--- config.mk ---
export PLATFORM = sky130hd
export DESIGN_NAME = mem_port_arbiter
export DESIGN_NICKNAME = d
export VERILOG_FILES = /design/src/rtl/mem_port_arbiter.sv
export SDC_FILE = /design/constraint.sdc
export NUM_CORES = 1
export LEC_CHECK = 0
export ABC_AREA = 1
export BUFFER_PORTS_ARGS = -buffer_cell sky130_fd_sc_hd__buf_2
export CAP_MARGIN = 0
export CORE_ASPECT_RATIO = 0.6
export CORE_MARGIN = 1
export CORE_UTILIZATION = 48
export CTS_CLUSTER_DIAMETER = 50
export DETAILED_ROUTE_END_ITERATION = 8
export GPL_ROUTABILITY_DRIVEN = 1
export PLACE_DENSITY = 0.81
export SLEW_MARGIN = 20
export SYNTH_ARGS = -nofsm -noshare
export SYNTH_HDL_FRONTEND = slang
export SYNTH_SLANG_ARGS = --single-unit
--- constraint.sdc ---
create_clock -name clk_i -period 2.3 [get_ports clk_i]
set_clock_uncertainty 0.05 [all_clocks]
set_input_delay 0.115 -clock clk_i [delete_from_list [all_inputs] [get_ports clk_i]]
set_output_delay 0.115 -clock clk_i [all_outputs]
set_load 0.005 [all_outputs]
--- src/rtl/mem_port_arbiter.sv ---
// mem_port_arbiter: shares one external memory port between the core's
// instruction-fetch and data-access sides. One transaction at a time runs
// through IDLE -> ADDR -> DATA -> RESP. Data wins arbitration unless fetch
// has been passed over STARVE_MAX times in a row. A transaction that stays
// too long in ADDR/DATA is aborted and completes with bus_err.
module mem_port_arbiter #(
  parameter int unsigned STARVE_MAX = 4,
  parameter int unsigned TIMEOUT    = 255
) (
  input  logic        clk_i,
  input  logic        rst_ni,
  input  logic        inst_req_i,
  input  logic [31:0] inst_addr_i,
  output logic        inst_ok_o,
  output logic [31:0] inst_rdata_o,
  input  logic        data_req_i,
  input  logic [3:0]  data_wen_i,
  input  logic [31:0] data_addr_i,
  input  logic [31:0] data_wdata_i,
  output logic        data_ok_o,
  output logic [31:0] data_rdata_o,
  output logic        bus_err_o,
  output logic        stall_o,
  output logic        mem_req_o,
  output logic        mem_wr_o,
  output logic [3:0]  mem_wstrb_o,
  output logic [31:0] mem_addr_o,
  output logic [31:0] mem_wdata_o,
  input  logic        mem_addr_ok_i,
  input  logic        mem_data_ok_i,
  input  logic [31:0] mem_rdata_i
);

  localparam int unsigned SW = (STARVE_MAX > 0) ? $clog2(STARVE_MAX + 1) : 1;
  localparam int unsigned TW = (TIMEOUT > 1) ? $clog2(TIMEOUT) : 1;
  localparam logic [SW-1:0] STARVE_TOP = SW'(STARVE_MAX);
  localparam logic [TW-1:0] TCNT_LAST  = TW'((TIMEOUT > 0) ? (TIMEOUT - 1) : 0);
  localparam logic STARVE_EN  = (STARVE_MAX != 0);
  localparam logic TIMEOUT_EN = (TIMEOUT != 0);

  typedef enum logic [1:0] {
    S_IDLE = 2'd0,
    S_ADDR = 2'd1,
    S_DATA = 2'd2,
    S_RESP = 2'd3
  } state_e;

  state_e        state_q, state_d;
  logic          side_q, side_d;         // 1 = data side granted
  logic [31:0]   addr_q, addr_d;
  logic [3:0]    wen_q, wen_d;
  logic [31:0]   wdata_q, wdata_d;
  logic          wr_q, wr_d;
  logic [SW-1:0] starve_q, starve_d;
  logic [TW-1:0] tcnt_q, tcnt_d;
  logic          err_q, err_d;
  logic [31:0]   inst_rdata_q, inst_rdata_d;
  logic [31:0]   data_rdata_q, data_rdata_d;
  logic          mem_req_q, mem_req_d;
  logic          inst_ok_q, inst_ok_d;
  logic          data_ok_q, data_ok_d;
  logic          bus_err_q, bus_err_d;

  logic          force_inst_s;
  logic          grant_data_s;
  logic          timeout_hit_s;

  // Fetch is forced to win only once it has been passed over STARVE_MAX times.
  assign force_inst_s  = STARVE_EN & inst_req_i & (starve_q == STARVE_TOP);
  assign grant_data_s  = data_req_i & ~force_inst_s;
  assign timeout_hit_s = TIMEOUT_EN & (tcnt_q == TCNT_LAST);

  // Next-state, latched-request, counter and read-data capture logic.
  always_comb begin
    state_d      = state_q;
    side_d       = side_q;
    addr_d       = addr_q;
    wen_d        = wen_q;
    wdata_d      = wdata_q;
    wr_d         = wr_q;
    starve_d     = starve_q;
    tcnt_d       = tcnt_q;
    err_d        = err_q;
    inst_rdata_d = inst_rdata_q;
    data_rdata_d = data_rdata_q;

    case (state_q)
      S_IDLE: begin
        if (inst_req_i | data_req_i) begin
          side_d  = grant_data_s;
          addr_d  = grant_data_s ? data_addr_i  : inst_addr_i;
          wen_d   = grant_data_s ? data_wen_i   : 4'b0000;
          wdata_d = grant_data_s ? data_wdata_i : 32'h0000_0000;
          wr_d    = grant_data_s & (data_wen_i != 4'b0000);
          err_d   = 1'b0;
          tcnt_d  = {TW{1'b0}};
          state_d = S_ADDR;
          if (grant_data_s & inst_req_i) begin
            if (starve_q != STARVE_TOP) begin
              starve_d = starve_q + SW'(1);
            end else begin
              starve_d = starve_q;
            end
          end else begin
            starve_d = {SW{1'b0}};
          end
        end else begin
          state_d = S_IDLE;
        end
      end
      S_ADDR: begin
        if (timeout_hit_s) begin
          err_d   = 1'b1;
          state_d = S_RESP;
        end else if (mem_addr_ok_i) begin
          tcnt_d  = tcnt_q + TW'(1);
          state_d = S_DATA;
        end else begin
          tcnt_d  = tcnt_q + TW'(1);
        end
      end
      S_DATA: begin
        if (mem_data_ok_i) begin
          if (!side_q) begin
            inst_rdata_d = mem_rdata_i;
          end else if (wen_q == 4'b0000) begin
            data_rdata_d = mem_rdata_i;
          end else begin
            data_rdata_d = data_rdata_q;
          end
          state_d = S_RESP;
        end else if (timeout_hit_s) begin
          err_d   = 1'b1;
          state_d = S_RESP;
        end else begin
          tcnt_d  = tcnt_q + TW'(1);
        end
      end
      S_RESP: begin
        state_d = S_IDLE;
      end
      default: begin
        state_d = S_IDLE;
      end
    endcase
  end

  // Registered output values derived from the upcoming state.
  always_comb begin
    mem_req_d = (state_d == S_ADDR);
    inst_ok_d = (state_d == S_RESP) & ~side_d;
    data_ok_d = (state_d == S_RESP) & side_d;
    bus_err_d = (state_d == S_RESP) & err_d;
  end

  // State and output registers; reset returns to IDLE with everything cleared.
  always_ff @(posedge clk_i or negedge rst_ni) begin
    if (!rst_ni) begin
      state_q      <= S_IDLE;
      side_q       <= 1'b0;
      addr_q       <= 32'h0000_0000;
      wen_q        <= 4'b0000;
      wdata_q      <= 32'h0000_0000;
      wr_q         <= 1'b0;
      starve_q     <= {SW{1'b0}};
      tcnt_q       <= {TW{1'b0}};
      err_q        <= 1'b0;
      inst_rdata_q <= 32'h0000_0000;
      data_rdata_q <= 32'h0000_0000;
      mem_req_q    <= 1'b0;
      inst_ok_q    <= 1'b0;
      data_ok_q    <= 1'b0;
      bus_err_q    <= 1'b0;
    end else begin
      state_q      <= state_d;
      side_q       <= side_d;
      addr_q       <= addr_d;
      wen_q        <= wen_d;
      wdata_q      <= wdata_d;
      wr_q         <= wr_d;
      starve_q     <= starve_d;
      tcnt_q       <= tcnt_d;
      err_q        <= err_d;
      inst_rdata_q <= inst_rdata_d;
      data_rdata_q <= data_rdata_d;
      mem_req_q    <= mem_req_d;
      inst_ok_q    <= inst_ok_d;
      data_ok_q    <= data_ok_d;
      bus_err_q    <= bus_err_d;
    end
  end

  assign inst_ok_o    = inst_ok_q;
  assign data_ok_o    = data_ok_q;
  assign bus_err_o    = bus_err_q;
  assign inst_rdata_o = inst_rdata_q;
  assign data_rdata_o = data_rdata_q;
  assign mem_req_o    = mem_req_q;
  assign mem_wr_o     = wr_q;
  assign mem_wstrb_o  = wen_q;
  assign mem_addr_o   = addr_q;
  assign mem_wdata_o  = wdata_q;

  // Core stall: a side stalls while it requests and has not seen its ok.
  assign stall_o = (inst_req_i & ~inst_ok_q) | (data_req_i & ~data_ok_q);

endmodule

* Yosys cells after proc, flatten, opt, wreduce, memory -nomap -nowiden *
Cells that the tools add are included.

operators by class
  mux-type cells = 21
  reductions and logical operators = 9
  eq/ne operators = 11
  bitwise logic cells = 16
  add/subtract/negate cells = 2

operators with widths
  cell                                                                    number
  32-bit two-way mux                                                      2
  8-bit two-way mux                                                       3
  8-bit case mux with 3 select lines                                      1
  1-bit bitwise AND                                                       9
  3-bit AND reduction                                                     3
  8-bit by 1-bit adder with 8-bit output (second input constant)          1
  8-bit equality test (second input constant)                             1
  2-bit two-way mux                                                       4
  2-bit case mux with 4 select lines                                      1
  2-bit equality test (second input constant)                             3
  1-bit two-way mux                                                       6
  3-bit two-way mux                                                       2
  1-bit inverter                                                          5
  2-bit by 1-bit equality test with 1-bit output (second input constant)  2
  4-bit zero test                                                         1
  4-bit two-way mux                                                       1
  2-bit != test (second input constant)                                   2
  4-bit AND reduction                                                     1
  4-bit nonzero test                                                      1
  3-bit by 1-bit adder with 3-bit output (second input constant)          1
  3-bit equality test (second input constant)                             1
  3-bit != test (second input constant)                                   1
  1-bit case mux with 3 select lines                                      1
  3-bit nonzero test                                                      1
  4 further kinds                                                         5

word-level totals
  input port bits = 138
  output and inout port bits = 138
  word-level logic and storage cells = 74
  flip-flop bits (word level) = 152

* Depth between registers and ports, before layout *
Gate-level depths: netlist of run 1.

  depth after elaboration = 8
  mapped depth = 9
  mapped depth without buffers = 9

* Worst setup path after synthesis of run 1 *
Ideal clock, no wire load.

  path type = reg-to-reg
  start point = register state_q[0]
  end point = register data_rdata_q[23], in the netlist data_rdata_o[23]
  setup slack = 0.671 ns
  library setup time = 0.117 ns
  stages on the path, launching flop included = 9
  arrival time = 1.462 ns
  buffers on the path = 1
  data required time = 2.133 ns
  period minus slack after synthesis = 1.629 ns
  cell sequence = dfrtp_1 -> inv_1 -> ha_1 -> nand2_2 -> nor3_4 -> nand4_4 -> buf_6 -> nand2_1 -> o21ai_2

on the way
  cells in the longest elaborated chain, start to end = 2

RTL lines
  element                               line  text
  start: declaration                    48    state_e state_q, state_d;
  start signal: assignment              175   state_q <= state_d;
  2-bit equality test                   87    case (state_q)
  4-bit AND reduction (no source line)  -
  end signal: assignment                185   data_rdata_q <= data_rdata_d;
  end: declaration                      58    logic [31:0] data_rdata_q, data_rdata_d;

No other way between the ends.
A chain may end at the register's enable or synchronous reset.

* Final worst setup path of run 1 *
  start point = register state_q[1]
  end point = register addr_q[18], in the netlist mem_addr_o[18]

on the way
  cells in the longest elaborated chain, start to end = 2

RTL lines
  element                               line  text
  2-bit zero test                       87
  2-bit AND reduction (no source line)  -
  end signal: assignment                177   addr_q <= addr_d;
  end: declaration                      50    logic [31:0] addr_q, addr_d;

No other way between the ends.

==> impl_table.tex, run 1 <==
\begin{tabular}{lr}
\hline
Metric & Value \\
\hline
\multicolumn{2}{l}{\textbf{Drt}} \\
\quad Drt pass-1 iters & 9 \\
\quad Routed wire length per instance & 17.7 um \\
\quad Number of nets with antenna violations after detailed routing & 0 \\
\quad Count of unresolved DRC violations after routing & 15 \\
\quad Drt total wl & 23.1 mm \\
\quad Number of DRC markers in iteration 0 & 544 \\
\quad Count of vias placed by the detailed router & 6822 \\
\quad Post-DR vias/cell & 5.22 \\
\multicolumn{2}{l}{\textbf{Floorplanning}} \\
\quad Chip width & 153 um \\
\quad Placeable core region & between 10000 and 15000 um2 \\
\quad Die ar. & 14100 um2 \\
\quad Row Count & 32 \\
\quad Initial cell density of the core & 50.0\% \\
\quad Total I/O pin count & 276 \\
\quad Die Ht & 92.3 um \\
\multicolumn{2}{l}{\textbf{Clocking}} \\
\quad Number of buffers created by CTS & 17 \\
\quad CTS sink count & 152 \\
\quad CTS Root Cell & sky130\_fd\_sc\_hd\_\_clkbuf\_16 \\
\quad CTS HTree Levels & 4 \\
\quad Clk\_lat worst skew & 0.40 ns \\
\quad Clock tree from TritonCTS & yes \\
\quad Clock transition at the registers of the reported paths & 0.06 ns \\
\quad Max Buffers Root-to-Sink & 2 \\
\multicolumn{2}{l}{\textbf{Synth}} \\
\quad Syn Std Cell Area & 6530 um2 \\
\quad Proportion of netlist area held by the largest area contributor & 58.3\% \\
\quad Largest cells by area after synthesis & sky130\_fd\_sc\_hd\_\_dfrtp\_1 58\%, sky130\_fd\_sc\_hd\_\_nand2\_1 12\%, sky130\_fd\_sc\_hd\_\_o21ai\_0 5.7\% \\
\quad Post-synth net total & $\sim$860 \\
\quad Sequential share of the synthesized area & 58.3\% \\
\quad Yosys warns & 0 \\
\quad Synthesis-stage register bit count & approximately 150 \\
\quad Post-synthesis instance total & 716 \\
\quad Number of unique standard cell types used by synthesis & 30 \\
\quad Synthesized area divided by synthesized cell count & 9.12 um2 \\
\quad Cell type with the largest total area after synthesis & sky130\_fd\_sc\_hd\_\_dfrtp\_1 \\
\multicolumn{2}{l}{\textbf{Min path}} \\
\quad Path category of the worst min-delay check & in -> reg \\
\multicolumn{2}{l}{\textbf{Cells and area}} \\
\quad Share of final-layout standard cells stronger than drive strength 1 & 32.6\% \\
\quad ANT cells & 0 \\
\quad Layout-stage area growth over the synthesis result & 55.8\% \\
\quad \# nets final & about 1300 \\
\quad Most frequent cells in the layout & 274 x sky130\_fd\_sc\_hd\_\_buf\_2, 204 x sky130\_fd\_sc\_hd\_\_nand2\_1, 152 x sky130\_fd\_sc\_hd\_\_dfrtp\_1, 132 x sky130\_fd\_sc\_hd\_\_dlygate4sd3\_1, 74 x sky130\_fd\_sc\_hd\_\_o21ai\_0 \\
\quad Commonest non-fill, non-tap cell in the layout & sky130\_fd\_sc\_hd\_\_buf\_2 \\
\quad Final core utilization & between 70 and 80\% \\
\multicolumn{2}{l}{\textbf{STA}} \\
\quad Share of the clock period used by the worst path & 96.1\% \\
\quad Maximum clock rate & 453 MHz \\
\quad Min Hold Slack & roughly 0.036 ns \\
\quad Setup-failing EPs final & 0 \\
\quad Final WS setup & $\sim$0.09 ns \\
\quad Remaining max-slew budget at the tightest pin & 57.8\% \\
\quad Setup repair after global routing missed its margin & false \\
\quad Final Slew Violations & 0 \\
\quad Crit path time final & 2.21 ns \\
\quad Number of failing hold endpoints at the final stage & 0 \\
\quad Setup TNS & 0 ns \\
\quad Measured slew at the worst slew-check pin & 0.634 ns \\
\multicolumn{2}{l}{\textbf{Worst setup path}} \\
\quad Required time of the worst setup path & between 2 and 3 ns \\
\quad Crit Path Max Fanout & 15 \\
\quad WS Path Type & reg -> reg \\
\quad Worst EP arrival & around 2.5 ns \\
\quad Worst setup SP type & flip-flop \\
\quad Element type at the critical path end & flip-flop \\
\multicolumn{2}{l}{\textbf{Global routing}} \\
\quad First-pass GRT wire length & 34.3 mm \\
\quad Initial antenna violation count & 0 \\
\quad All-Layer GR Usage & between 30\% and 40\% \\
\quad Total grt overflow & 0 \\
\quad Number of global-route vias before repair & 6812 \\
\quad Pin count of the biggest net entering global routing & between 60 and 70 \\
\multicolumn{2}{l}{\textbf{Power}} \\
\quad Design Power & 11.7 mW \\
\quad PwrDens & 1150 nW/um2 \\
\quad Worst IR Drop VDD & 0.624 mV \\
\quad Total leakage power & 5.30 nW \\
\multicolumn{2}{l}{\textbf{Flow run}} \\
\quad Max-capacitance violation count & 0 \\
\multicolumn{2}{l}{\textbf{Placed design}} \\
\quad Worst setup slack after placement & 0.449 ns \\
\quad Final weighted congestion of routability-driven global placement & 0.860 \\
\quad IO Port Bufs & 275 \\
\quad Final HPWL DP & 12.6 mm \\
\multicolumn{2}{l}{\textbf{Run status}} \\
\quad Result of the run & finished, violations left \\
\quad Violations in the final reports & DRC \\
\hline
\end{tabular}
## metrics by stage
| stage | cell area (um2) | instances |
|---|---|---|
| after floorplan | 6530 | 716 |
| after global placement | 8120 | 1136 |
| after detailed placement | 8120 | 1136 |
| after CTS | 10000 | 1300 |
| after global routing | 10200 | 1306 |
| final | 10200 | 1306 |
## path summary, 6_finish.rpt
path | start | end | slack [ns] | cells past startpoint
setup reg to reg | state_q[1]$_DFF_PN0_ | mem_addr_o[18]$_DFFE_PN0P_ | 0.09 | 8
hold reg to reg | data_rdata_o[15]$_DFFE_PN0P_ | data_rdata_o[15]$_DFFE_PN0P_ | 0.43 | 2
max in group asynchronous | rst_ni | mem_addr_o[12]$_DFFE_PN0P_ | 1.31 | 3
min in group asynchronous | rst_ni | data_rdata_o[4]$_DFFE_PN0P_ | 0.20 | 2
setup / recovery | state_q[1]$_DFF_PN0_ | mem_addr_o[18]$_DFFE_PN0P_ | 0.09 | 8
hold / removal | inst_addr_i[25] | mem_addr_o[25]$_DFFE_PN0P_ | 0.04 | 3
## layer usage
metal / vias to the layer above / routed length (um) / global-route usage (%)
li1: 3122 / - / -
met1: 3250 / 8980 / 36.4
met2: 377 / 11600 / 56.1
met3: 73 / 1700 / 6.36
met4: 0 / 850 / 16.2
met5: - / 0 / 0
## timing repair
action / 4_1_cts / 5_1_grt
endpoints found under the setup margin: 0 / 31
buffers inserted: 0 / 1
hold buffers: 132 / 0
gates resized for setup: 0 / 7
hold endpoints to repair: 185 / 0
## flip-flops by register name, indices dropped and copies added (netlist names)
name,count
data_rdata_o,32
inst_rdata_o,32
mem_addr_o,32
mem_wdata_o,32
tcnt_q,8
mem_wstrb_o,4
starve_q,3
state_q,2
bus_err_o,1
data_ok_o,1
err_q,1
inst_ok_o,1
mem_req_o,1
mem_wr_o,1
side_q,1
## power by group
| group | internal (mW) | switching [mW] |
|---|---|---|
| combinational | 2.15 | 2.43 |
| clock | 1.58 | 1.19 |
| sequential | 3.70 | 0.612 |
| total | 7.43 | 4.24 |
## worst max-delay path, stage by stage, from the launching register on
cell and delay [ns]:
sky130_fd_sc_hd__dfrtp_1 0.42, sky130_fd_sc_hd__inv_1 0.15, sky130_fd_sc_hd__ha_4 0.18, sky130_fd_sc_hd__inv_1 0.10
sky130_fd_sc_hd__nor2_4 0.24, sky130_fd_sc_hd__buf_12 0.20, sky130_fd_sc_hd__nor2_1 0.05, sky130_fd_sc_hd__a21oi_1 0.14
sky130_fd_sc_hd__dlygate4sd3_1 0.60
## kinds of logic after synthesis
family          count (synthesis)  synth area share, %
compound gates                182                 16.0
flops                         152                 58.3
buf+inv                        94                 6.52
xor+xnor                        3                0.403
fa+ha+maj                       9                 1.73
simple gates                  276                 17.1
## cell usage after synthesis
| library cell | number |
|---|---|
| sky130_fd_sc_hd__o21bai_1 | 1 |
| sky130_fd_sc_hd__buf_6 | 6 |
| sky130_fd_sc_hd__nand3_2 | 1 |
| sky130_fd_sc_hd__inv_1 | 57 |
| sky130_fd_sc_hd__ha_1 | 9 |
| sky130_fd_sc_hd__buf_4 | 4 |
| sky130_fd_sc_hd__nor3_1 | 1 |
| sky130_fd_sc_hd__clkbuf_1 | 16 |
| sky130_fd_sc_hd__xor2_1 | 3 |
| sky130_fd_sc_hd__a21oi_1 | 66 |
| sky130_fd_sc_hd__nor2_1 | 47 |
| sky130_fd_sc_hd__nand4_1 | 2 |
| sky130_fd_sc_hd__o21ai_0 | 74 |
| sky130_fd_sc_hd__buf_2 | 10 |
| sky130_fd_sc_hd__nand2_1 | 205 |
| sky130_fd_sc_hd__nor2_2 | 1 |
| sky130_fd_sc_hd__nand2_2 | 1 |
| sky130_fd_sc_hd__nor3_4 | 1 |
| sky130_fd_sc_hd__o22ai_1 | 3 |
| sky130_fd_sc_hd__o21ai_1 | 4 |
| sky130_fd_sc_hd__o21ai_2 | 32 |
| sky130_fd_sc_hd__nand3b_1 | 2 |
| sky130_fd_sc_hd__or2_2 | 1 |
| sky130_fd_sc_hd__dfrtp_1 | 152 |
| sky130_fd_sc_hd__a21oi_2 | 1 |
| sky130_fd_sc_hd__nor2_4 | 1 |
| sky130_fd_sc_hd__inv_2 | 1 |
| sky130_fd_sc_hd__nand4_4 | 1 |
| sky130_fd_sc_hd__nand3_1 | 12 |
| sky130_fd_sc_hd__o211ai_1 | 1 |
## cell type report
class | instances | area [um2]
Fill cell | 816 | 2880
Clock buffer | 19 | 453
Sequential cell | 152 | 3800
Tap cell | 170 | 213
Clock inverter | 13 | 136
Inverter | 58 | 223
Multi-Input combinational cell | 471 | 2340
Timing Repair Buffer | 423 | 3000
No activity file was read; power rests on OpenSTA's default activity.
==> run 2: changes to the inputs <==
--- a/config.mk
+++ b/config.mk
@@ -11,9 +11,9 @@
 export CORE_ASPECT_RATIO = 0.6
 export CORE_MARGIN = 1
-export CORE_UTILIZATION = 48
+export CORE_UTILIZATION = 39
 export CTS_CLUSTER_DIAMETER = 50
 export DETAILED_ROUTE_END_ITERATION = 8
 export GPL_ROUTABILITY_DRIVEN = 1
-export PLACE_DENSITY = 0.81
+export PLACE_DENSITY = 0.68
 export SLEW_MARGIN = 20
 export SYNTH_ARGS = -nofsm -noshare
==> constraint.sdc (replaced) <==
create_clock -name clk_i -period 2.3 [get_ports clk_i]
set_clock_uncertainty 0.05 [all_clocks]
set_input_delay 0 -clock clk_i [delete_from_list [all_inputs] [get_ports clk_i]]
set_output_delay 0 -clock clk_i [all_outputs]
set_load 0.005 [all_outputs]
==> run 2 against run 1 <==
  * The run now ends clean
  * Power decreased by 3.3%
  * Final cell count grew 4.4%
  * Non-clock buffer count is 1 higher
  * Sequential share of layout area is essentially flat
  * Sequential cell count is the same
  * Clock power down 5%
  * Clock-buffer cell count shrank 1
  * Final area about the same
  * Critical path depth is the same
  * Critical path type unchanged
  * Largest cell class unchanged
==> impl_table.tex, run 2 (synthesis gave the netlist of run 1 again) <==
\begin{tabular}{lr}
\hline
Metric & Value \\
\hline
\multicolumn{2}{l}{\textbf{Run status}} \\
\quad Result of the run & complete, no violations \\
\multicolumn{2}{l}{\textbf{Placed design}} \\
\quad IO Port Bufs & 275 (unchanged) \\
\quad Total instance count after detailed placement & 1193 (+5.0\%) \\
\quad Final weighted congestion of routability-driven global placement & 0.797 (-7.3\%) \\
\quad Final HPWL DP & 12.7 mm (+1.3\%) \\
\quad Placed standard-cell area & 8170 um2 (+0.65\%) \\
\multicolumn{2}{l}{\textbf{STA}} \\
\quad Remaining max-slew budget at the tightest pin & 59.5\% (+1.7 points) \\
\quad Setup TNS & 0 ns (unchanged) \\
\quad Crit path time final & 2.20 ns (-0.00833 ns) \\
\quad Maximum clock rate & 454 MHz (+0.38\%) \\
\quad Share of the clock period used by the worst path & 95.7\% (-0.36 points) \\
\quad Number of failing hold endpoints at the final stage & 0 (unchanged) \\
\quad Min Hold Slack & 0.0767 ns (+0.0411 ns) \\
\quad Setup-failing EPs final & 0 (unchanged) \\
\quad Measured slew at the worst slew-check pin & 0.608 ns (-0.0257 ns) \\
\quad Final Slew Violations & 0 (unchanged) \\
\multicolumn{2}{l}{\textbf{Clocking}} \\
\quad Clock transition at the registers of the reported paths & 0.07 ns (about the same) \\
\quad CTS sink count & 152 (unchanged) \\
\quad Clk\_lat worst skew & 0.41 ns (about the same) \\
\quad Clock tree from TritonCTS & yes \\
\quad Max Buffers Root-to-Sink & 2 (unchanged) \\
\quad Number of buffers created by CTS & 17 (unchanged) \\
\quad CTS Root Cell & sky130\_fd\_sc\_hd\_\_clkbuf\_16 \\
\quad CTS HTree Levels & 4 (unchanged) \\
\multicolumn{2}{l}{\textbf{Power}} \\
\quad Share of total power in the clock network & 23.4\% (-0.4 points) \\
\quad PwrDens & 1110 nW/um2 (-3.2\%) \\
\quad Relative contribution of combinational cells to total power & 38.8\% (-0.4 points) \\
\quad Internal power component & 7.27 mW (-2.1\%) \\
\quad Total leakage power & 5.26 nW (-0.76\%) \\
\quad Net switching power & 4.01 mW (-5.3\%) \\
\quad Worst IR Drop VDD & 0.484 mV (-22\%) \\
\quad Fraction of power spent switching nets & 35.6\% (-0.76 points) \\
\quad Sequential share of power & 37.8\% (+0.8 points) \\
\multicolumn{2}{l}{\textbf{Flow run}} \\
\quad Max-capacitance violation count & 0 (unchanged) \\
\multicolumn{2}{l}{\textbf{Worst setup path}} \\
\quad Element type at the critical path end & flip-flop \\
\quad WS Path Type & reg -> reg \\
\quad Crit Path Max Fanout & 51 (+36) \\
\quad Worst setup SP type & flip-flop \\
\quad Required time of the worst setup path & 2.59 ns (about the same) \\
\quad Worst EP arrival & 2.49 ns (about the same) \\
\multicolumn{2}{l}{\textbf{Global routing}} \\
\quad Number of global-route vias before repair & 6142 (-9.8\%) \\
\quad Initial antenna violation count & 0 (unchanged) \\
\quad Pin count of the biggest net entering global routing & 68 (+4.6\%) \\
\quad All-Layer GR Usage & 22.9\% (-8.5 points) \\
\quad First-pass GRT wire length & 31.1 mm (-9.3\%) \\
\quad Total grt overflow & 0 (unchanged) \\
\multicolumn{2}{l}{\textbf{Cells and area}} \\
\quad Final design instance area without fill & 10200 um2 (about the same) \\
\quad Commonest non-fill, non-tap cell in the layout & sky130\_fd\_sc\_hd\_\_buf\_2 \\
\quad Most frequent cells in the layout & 274 x sky130\_fd\_sc\_hd\_\_buf\_2, 204 x sky130\_fd\_sc\_hd\_\_nand2\_1, 152 x sky130\_fd\_sc\_hd\_\_dfrtp\_1, 135 x sky130\_fd\_sc\_hd\_\_dlygate4sd3\_1, 74 x sky130\_fd\_sc\_hd\_\_o21ai\_0 \\
\quad Final standard cell count with taps included and fillers excluded & 1363 (+4.4\%) \\
\quad Final core utilization & 62.3\% (-16 points) \\
\quad Fill cell instance count of the final layout & 1375 (+69\%) \\
\quad Layout-stage area growth over the synthesis result & 55.7\% (about the same) \\
\quad Share of final-layout standard cells stronger than drive strength 1 & 32.2\% (-0.41 points) \\
\quad \# nets final & 1270 (unchanged) \\
\quad ANT cells & 0 (unchanged) \\
\multicolumn{2}{l}{\textbf{Drt}} \\
\quad Count of unresolved DRC violations after routing & 0 (-15) \\
\quad Count of vias placed by the detailed router & 6392 (-6.3\%) \\
\quad Post-DR vias/cell & 4.69 (-10\%) \\
\quad Number of DRC markers in iteration 0 & 413 (-24\%) \\
\quad Number of nets with antenna violations after detailed routing & 0 (unchanged) \\
\quad Drt total wl & 20.5 mm (-11\%) \\
\quad Drt pass-1 iters & 5 (-4) \\
\quad Routed wire length per instance & 15.1 um (-15\%) \\
\multicolumn{2}{l}{\textbf{Floorplanning}} \\
\quad Row Count & 36 (+13\%) \\
\quad Die Ht & 102 um (+11\%) \\
\quad Die ar. & 17300 um2 (+23\%) \\
\quad Placeable core region & 16300 um2 (+25\%) \\
\quad Total I/O pin count & 276 (unchanged) \\
\quad Initial cell density of the core & 40.0\% (-10 points) \\
\quad Chip width & 169 um (+11\%) \\
\multicolumn{2}{l}{\textbf{Min path}} \\
\quad Path category of the worst min-delay check & in -> reg \\
\hline
\end{tabular}
## run 2: changes by cell type in the layout (fill, tap and decap cells not counted), sizes merged
cell	change
inv	+1
o21ai	-1
dlygate4sd3	+3
clkinv	-2
clkbuf	-3
clkinvlp	+2
bufinv	-1
## run 2: metal layers
| layer | vias up | part of all wire, % | global-route usage, % |
|---|---|---|---|
| met3 | 27 | 5.5 | 4.38 |
| met4 | 0 | 1.3 | 6.93 |
| met1 | 3009 | 45 | 31.1 |
| met2 | 231 | 48 | 37.6 |
| met5 | - | 0 | 0 |
| li1 | 3125 | - | - |
## run 2: final timing paths
kind / endpoint / startpoint / depth (start not counted) / slack, ns
worst max register to register: mem_addr_o[19]$_DFFE_PN0P_ / starve_q[0]$_DFFE_PN0P_ / 8 / 0.1
min in group asynchronous: data_rdata_o[31]$_DFFE_PN0P_ / rst_ni / 2 / 0.11
worst max-delay path: mem_addr_o[19]$_DFFE_PN0P_ / starve_q[0]$_DFFE_PN0P_ / 8 / 0.1
worst min register to register: mem_wdata_o[15]$_DFFE_PN0P_ / mem_wdata_o[15]$_DFFE_PN0P_ / 2 / 0.43
max in group asynchronous: mem_wdata_o[25]$_DFFE_PN0P_ / rst_ni / 3 / 1.39
worst min-delay path: err_q$_DFF_PN0_ / mem_data_ok_i / 6 / 0.08
## run 2: through the flow
stage	setup slack [ns]	total power [mW]
after global placement	0.536	7.75
after CTS	0.0936	11.1
after global routing	-0.0164	12.1
after detailed placement	0.461	7.83
after floorplan	0.671	6.03
final	0.0985	11.3
## run 2: timing repair
action,CTS,global route
endpoints found under the setup margin,0,28
endpoints found under the hold margin,199,0
gates resized for setup,0,4
hold buffers,135,0
buffers inserted,0,2
## run 2: power groups by stage
stage	sequential (mW)	combinational [mW]	clock, mW
6_report	4.27	4.38	2.63
5_1_grt	4.39	4.88	2.81
4_1_cts	4.24	4.15	2.69
3_5_place_dp	4.27	3.57	0
3_3_place_gp	4.25	3.51	0
2_1_floorplan	4.36	1.68	0
## run 2: worst max-delay path, cell delays in order (launching register included)
cell and delay [ns]:
sky130_fd_sc_hd__dfrtp_1 0.38, sky130_fd_sc_hd__inv_1 0.11, sky130_fd_sc_hd__ha_1 0.18, sky130_fd_sc_hd__nand3_1 0.09, sky130_fd_sc_hd__nand2_2 0.10, sky130_fd_sc_hd__buf_6 0.33, sky130_fd_sc_hd__a21oi_1 0.12, sky130_fd_sc_hd__a21oi_1 0.17
sky130_fd_sc_hd__dlygate4sd3_1 0.58
## run 2: area by class of cell
cell class / instances / area [um2] / area share, %
well taps: 228 / 285 / 2.81
repair buffers: 424 / 2990 / 29.4
clock inverters: 13 / 113 / 1.11
flip-flops and latches: 152 / 3800 / 37.4
multi-input cells: 470 / 2320 / 22.8
clock buffers: 18 / 439 / 4.32
inverters: 58 / 218 / 2.14
==> run 3: changes to the inputs <==
CORE_UTILIZATION = 30   (was 39)
PLACE_DENSITY = 0.55   (was 0.68)
==> run 3 against run 2 <==
  * The run now ends with DRC left
  * Die area increased by 30%
  * Sequential share of layout area decreased by 0.35 points
  * Power increased by 0.68%
  * Core utilization decreased by 14 points
  * Clock power increased by 2%
  * Critical path depth unchanged
  * Routed wire length increased by 1.6%
  * Critical path type unchanged
==> impl_table.tex, run 3 (synthesis gave the netlist of run 1 again) <==
\begin{tabular}{lr}
\hline
Metric & Value \\
\hline
\multicolumn{2}{l}{\textbf{STA}} \\
\quad Number of failing hold endpoints at the final stage & 0 (unchanged) \\
\quad Remaining max-slew budget at the tightest pin & 54.7\% (-4.8 points) \\
\quad Final Slew Violations & 0 (unchanged) \\
\quad Setup TNS & 0 ns (unchanged) \\
\quad Setup-failing EPs final & 0 (unchanged) \\
\quad Measured slew at the worst slew-check pin & 0.680 ns (+0.0720 ns) \\
\quad Maximum clock rate & 461 MHz (+1.5\%) \\
\quad Crit path time final & 2.17 ns (-0.0327 ns) \\
\quad Final WS setup & 0.131 ns (+0.0327 ns) \\
\quad Share of the clock period used by the worst path & 94.3\% (-1.4 points) \\
\multicolumn{2}{l}{\textbf{Worst setup path}} \\
\quad R2R Path End & mem\_addr\_o[10]\$\_DFFE\_PN0P\_ \\
\quad Crit Path Max Fanout & 18 (-65\%) \\
\quad Worst EP arrival & 2.47 ns (-0.02 ns) \\
\quad Required time of the worst setup path & 2.61 ns (+0.02 ns) \\
\quad Reg2reg path depth & 8 (unchanged) \\
\quad WS Path Type & reg -> reg \\
\quad Element type at the critical path end & flip-flop \\
\quad Crit Reg-Reg Startpoint & state\_q[0]\$\_DFF\_PN0\_ \\
\quad Setup slack, reg-to-reg & 0.13 ns (+0.03 ns) \\
\quad Worst setup SP type & flip-flop \\
\multicolumn{2}{l}{\textbf{Drt}} \\
\quad Post-DR vias/cell & 4.44 (-5.4\%) \\
\quad Number of nets with antenna violations after detailed routing & 0 (unchanged) \\
\quad Routed wire length per instance & 14.8 um (-1.9\%) \\
\quad Drt pass-1 iters & 6 (+1) \\
\quad Count of vias placed by the detailed router & 6271 (-1.9\%) \\
\quad Number of DRC markers in iteration 0 & 361 (-13\%) \\
\quad Drt total wl & 20.9 mm (+1.6\%) \\
\quad Count of unresolved DRC violations after routing & 42 (+42) \\
\multicolumn{2}{l}{\textbf{Clocking}} \\
\quad Clock transition at the registers of the reported paths & 0.06 ns (about the same) \\
\quad Max Buffers Root-to-Sink & 2 (unchanged) \\
\quad CTS Root Cell & sky130\_fd\_sc\_hd\_\_clkbuf\_16 \\
\quad Number of buffers created by CTS & 17 (unchanged) \\
\quad CTS sink count & 152 (unchanged) \\
\quad Clock tree from TritonCTS & yes \\
\quad Clk\_lat worst skew & 0.42 ns (about the same) \\
\quad CTS HTree Levels & 4 (unchanged) \\
\multicolumn{2}{l}{\textbf{Global routing}} \\
\quad Global routing met3 resource utilization & 4.24\% (-0.14 points) \\
\quad Total grt overflow & 0 (unchanged) \\
\quad Fraction of met2 tracks used by global routing & 28.5\% (-9.1 points) \\
\quad First-pass GRT wire length & 30.3 mm (-2.7\%) \\
\quad GRT busiest layer & met2 \\
\quad Pin count of the biggest net entering global routing & 74 (+8.8\%) \\
\quad GR Util met1 & 23.0\% (-8.2 points) \\
\quad Initial antenna violation count & 0 (unchanged) \\
\quad All-Layer GR Usage & 17.5\% (-5.4 points) \\
\quad Number of global-route vias before repair & 5871 (-4.4\%) \\
\multicolumn{2}{l}{\textbf{Floorplanning}} \\
\quad Chip width & 192 um (+14\%) \\
\quad Initial cell density of the core & 30.8\% (-9.2 points) \\
\quad Die Ht & 116 um (+14\%) \\
\quad Placeable core region & 21200 um2 (+30\%) \\
\quad Row Count & 41 (+14\%) \\
\quad Total I/O pin count & 276 (unchanged) \\
\quad Die ar. & 22400 um2 (+30\%) \\
\multicolumn{2}{l}{\textbf{Power}} \\
\quad Design Power & 11.4 mW (+0.68\%) \\
\quad Total leakage power & 5.28 nW (+0.41\%) \\
\quad PwrDens & 1110 nW/um2 (-0.25\%) \\
\quad Worst IR Drop VDD & 0.508 mV (+4.8\%) \\
\multicolumn{2}{l}{\textbf{Min path}} \\
\quad Hold path startpoint & data\_req\_i \\
\quad End of the worst hold path & mem\_wstrb\_o[1]\$\_DFFE\_PN0P\_ \\
\quad Path category of the worst min-delay check & in -> reg \\
\quad Hold Path Cell Cnt & 3 (-3) \\
\multicolumn{2}{l}{\textbf{Cells and area}} \\
\quad Most frequent cells in the layout & 274 x sky130\_fd\_sc\_hd\_\_buf\_2, 204 x sky130\_fd\_sc\_hd\_\_nand2\_1, 152 x sky130\_fd\_sc\_hd\_\_dfrtp\_1, 135 x sky130\_fd\_sc\_hd\_\_dlygate4sd3\_1, 74 x sky130\_fd\_sc\_hd\_\_o21ai\_0 \\
\quad Commonest non-fill, non-tap cell in the layout & sky130\_fd\_sc\_hd\_\_buf\_2 \\
\quad ANT cells & 0 (unchanged) \\
\quad Fill cell instance count of the final layout & 1978 (+44\%) \\
\quad Layout-stage area growth over the synthesis result & 57.2\% \\
\quad Storage cell area & 3800 um2 (unchanged) \\
\quad Share of final-layout standard cells stronger than drive strength 1 & 31.9\% (-0.24 points) \\
\quad \# nets final & 1271 (+0.079\%) \\
\quad Multi-input gate area in the final layout & 2340 um2 (+1.0\%) \\
\multicolumn{2}{l}{\textbf{Placed design}} \\
\quad Final HPWL DP & 13.0 mm (+1.9\%) \\
\quad Final weighted congestion of routability-driven global placement & 0.777 (-2.5\%) \\
\quad IO Port Bufs & 275 (unchanged) \\
\quad Worst setup slack after placement & 0.430 ns (-0.0309 ns) \\
\multicolumn{2}{l}{\textbf{Flow run}} \\
\quad Max-capacitance violation count & 0 (unchanged) \\
\multicolumn{2}{l}{\textbf{Run status}} \\
\quad Violations in the final reports & DRC \\
\quad Result of the run & finished, violations left \\
\hline
\end{tabular}
-- run 3: cell count changes in the layout (fill, tap and decap cells not counted), moves of 2 or more --
| cell | before | now |
|---|---|---|
| sky130_fd_sc_hd__clkinvlp_4 | 5 | 2 |
| sky130_fd_sc_hd__clkinv_2 | 0 | 4 |
| sky130_fd_sc_hd__bufinv_16 | 0 | 2 |
| sky130_fd_sc_hd__inv_8 | 2 | 0 |
| sky130_fd_sc_hd__clkbuf_1 | 0 | 2 |
| sky130_fd_sc_hd__inv_6 | 4 | 0 |
-- run 3: repair_timing --
item | 4_1_cts | 5_1_grt
endpoints found under the setup margin | 0 | 31
hold buffers | 135 | 0
hold endpoints to repair | 290 | 0
gates resized for setup | 0 | 7
buffers inserted | 0 | 1
-- run 3: how the worst max path moves through the flow --
stage | from | end | cells past startpoint
floorplan | state_q[0]$_DFF_PN0_ | data_rdata_o[23]$_DFFE_PN0P_ | 8
global placement | state_q[0]$_DFF_PN0_ | tcnt_q[2]$_DFFE_PN0P_ | 7
detailed placement | state_q[0]$_DFF_PN0_ | tcnt_q[2]$_DFFE_PN0P_ | 7
CTS | state_q[0]$_DFF_PN0_ | mem_addr_o[23]$_DFFE_PN0P_ | 8
global route | state_q[0]$_DFF_PN0_ | mem_addr_o[27]$_DFFE_PN0P_ | 8
finish | state_q[0]$_DFF_PN0_ | mem_addr_o[10]$_DFFE_PN0P_ | 8
-- run 3: power by group --
part / switching [mW] / internal (mW) / leakage (nW)
clock: 1.09 / 1.60 / 0.267
sequential: 0.550 / 3.70 / 1.96
combinational: 2.29 / 2.13 / 3.06
-- run 3: layout make-up --
type	instances	area share [%]
flip-flops and latches	152	37.1
repair buffers	424	29.2
multi-input cells	471	22.8
clock buffers	20	4.35
well taps	279	3.40
inverters	58	2.12
clock inverters	9	1.01
-- run 3: through the flow --
stage                     util, %  instances  hold slack [ns]  area (um2)
final                        48.4       1413          0.00125       10300
after global routing         48.4       1413          0.00739       10300
after CTS                    47.8       1408           0.0232       10100
after detailed placement     38.9       1244          -0.0497        8230
after global placement       38.9       1244          -0.0479        8230
after floorplan                 -        716           -0.346        6530
-- run 3: worst max-delay path, stage by stage (launching register included) --
cell,delay [ns]
sky130_fd_sc_hd__dfrtp_1,0.41
sky130_fd_sc_hd__inv_1,0.16
sky130_fd_sc_hd__ha_4,0.20
sky130_fd_sc_hd__inv_1,0.10
sky130_fd_sc_hd__nor2_4,0.18
sky130_fd_sc_hd__clkbuf_16,0.24
sky130_fd_sc_hd__nor2_1,0.06
sky130_fd_sc_hd__a21oi_1,0.12
sky130_fd_sc_hd__dlygate4sd3_1,0.57
-- run 3: metal layers --
metal / share of wire (%) / vias up / wire, um
li1: - / 3121 / -
met1: 47 / 2930 / 9710
met2: 46 / 199 / 9510
met3: 6.6 / 21 / 1390
met4: 1.3 / 0 / 278
met5: 0 / - / 0
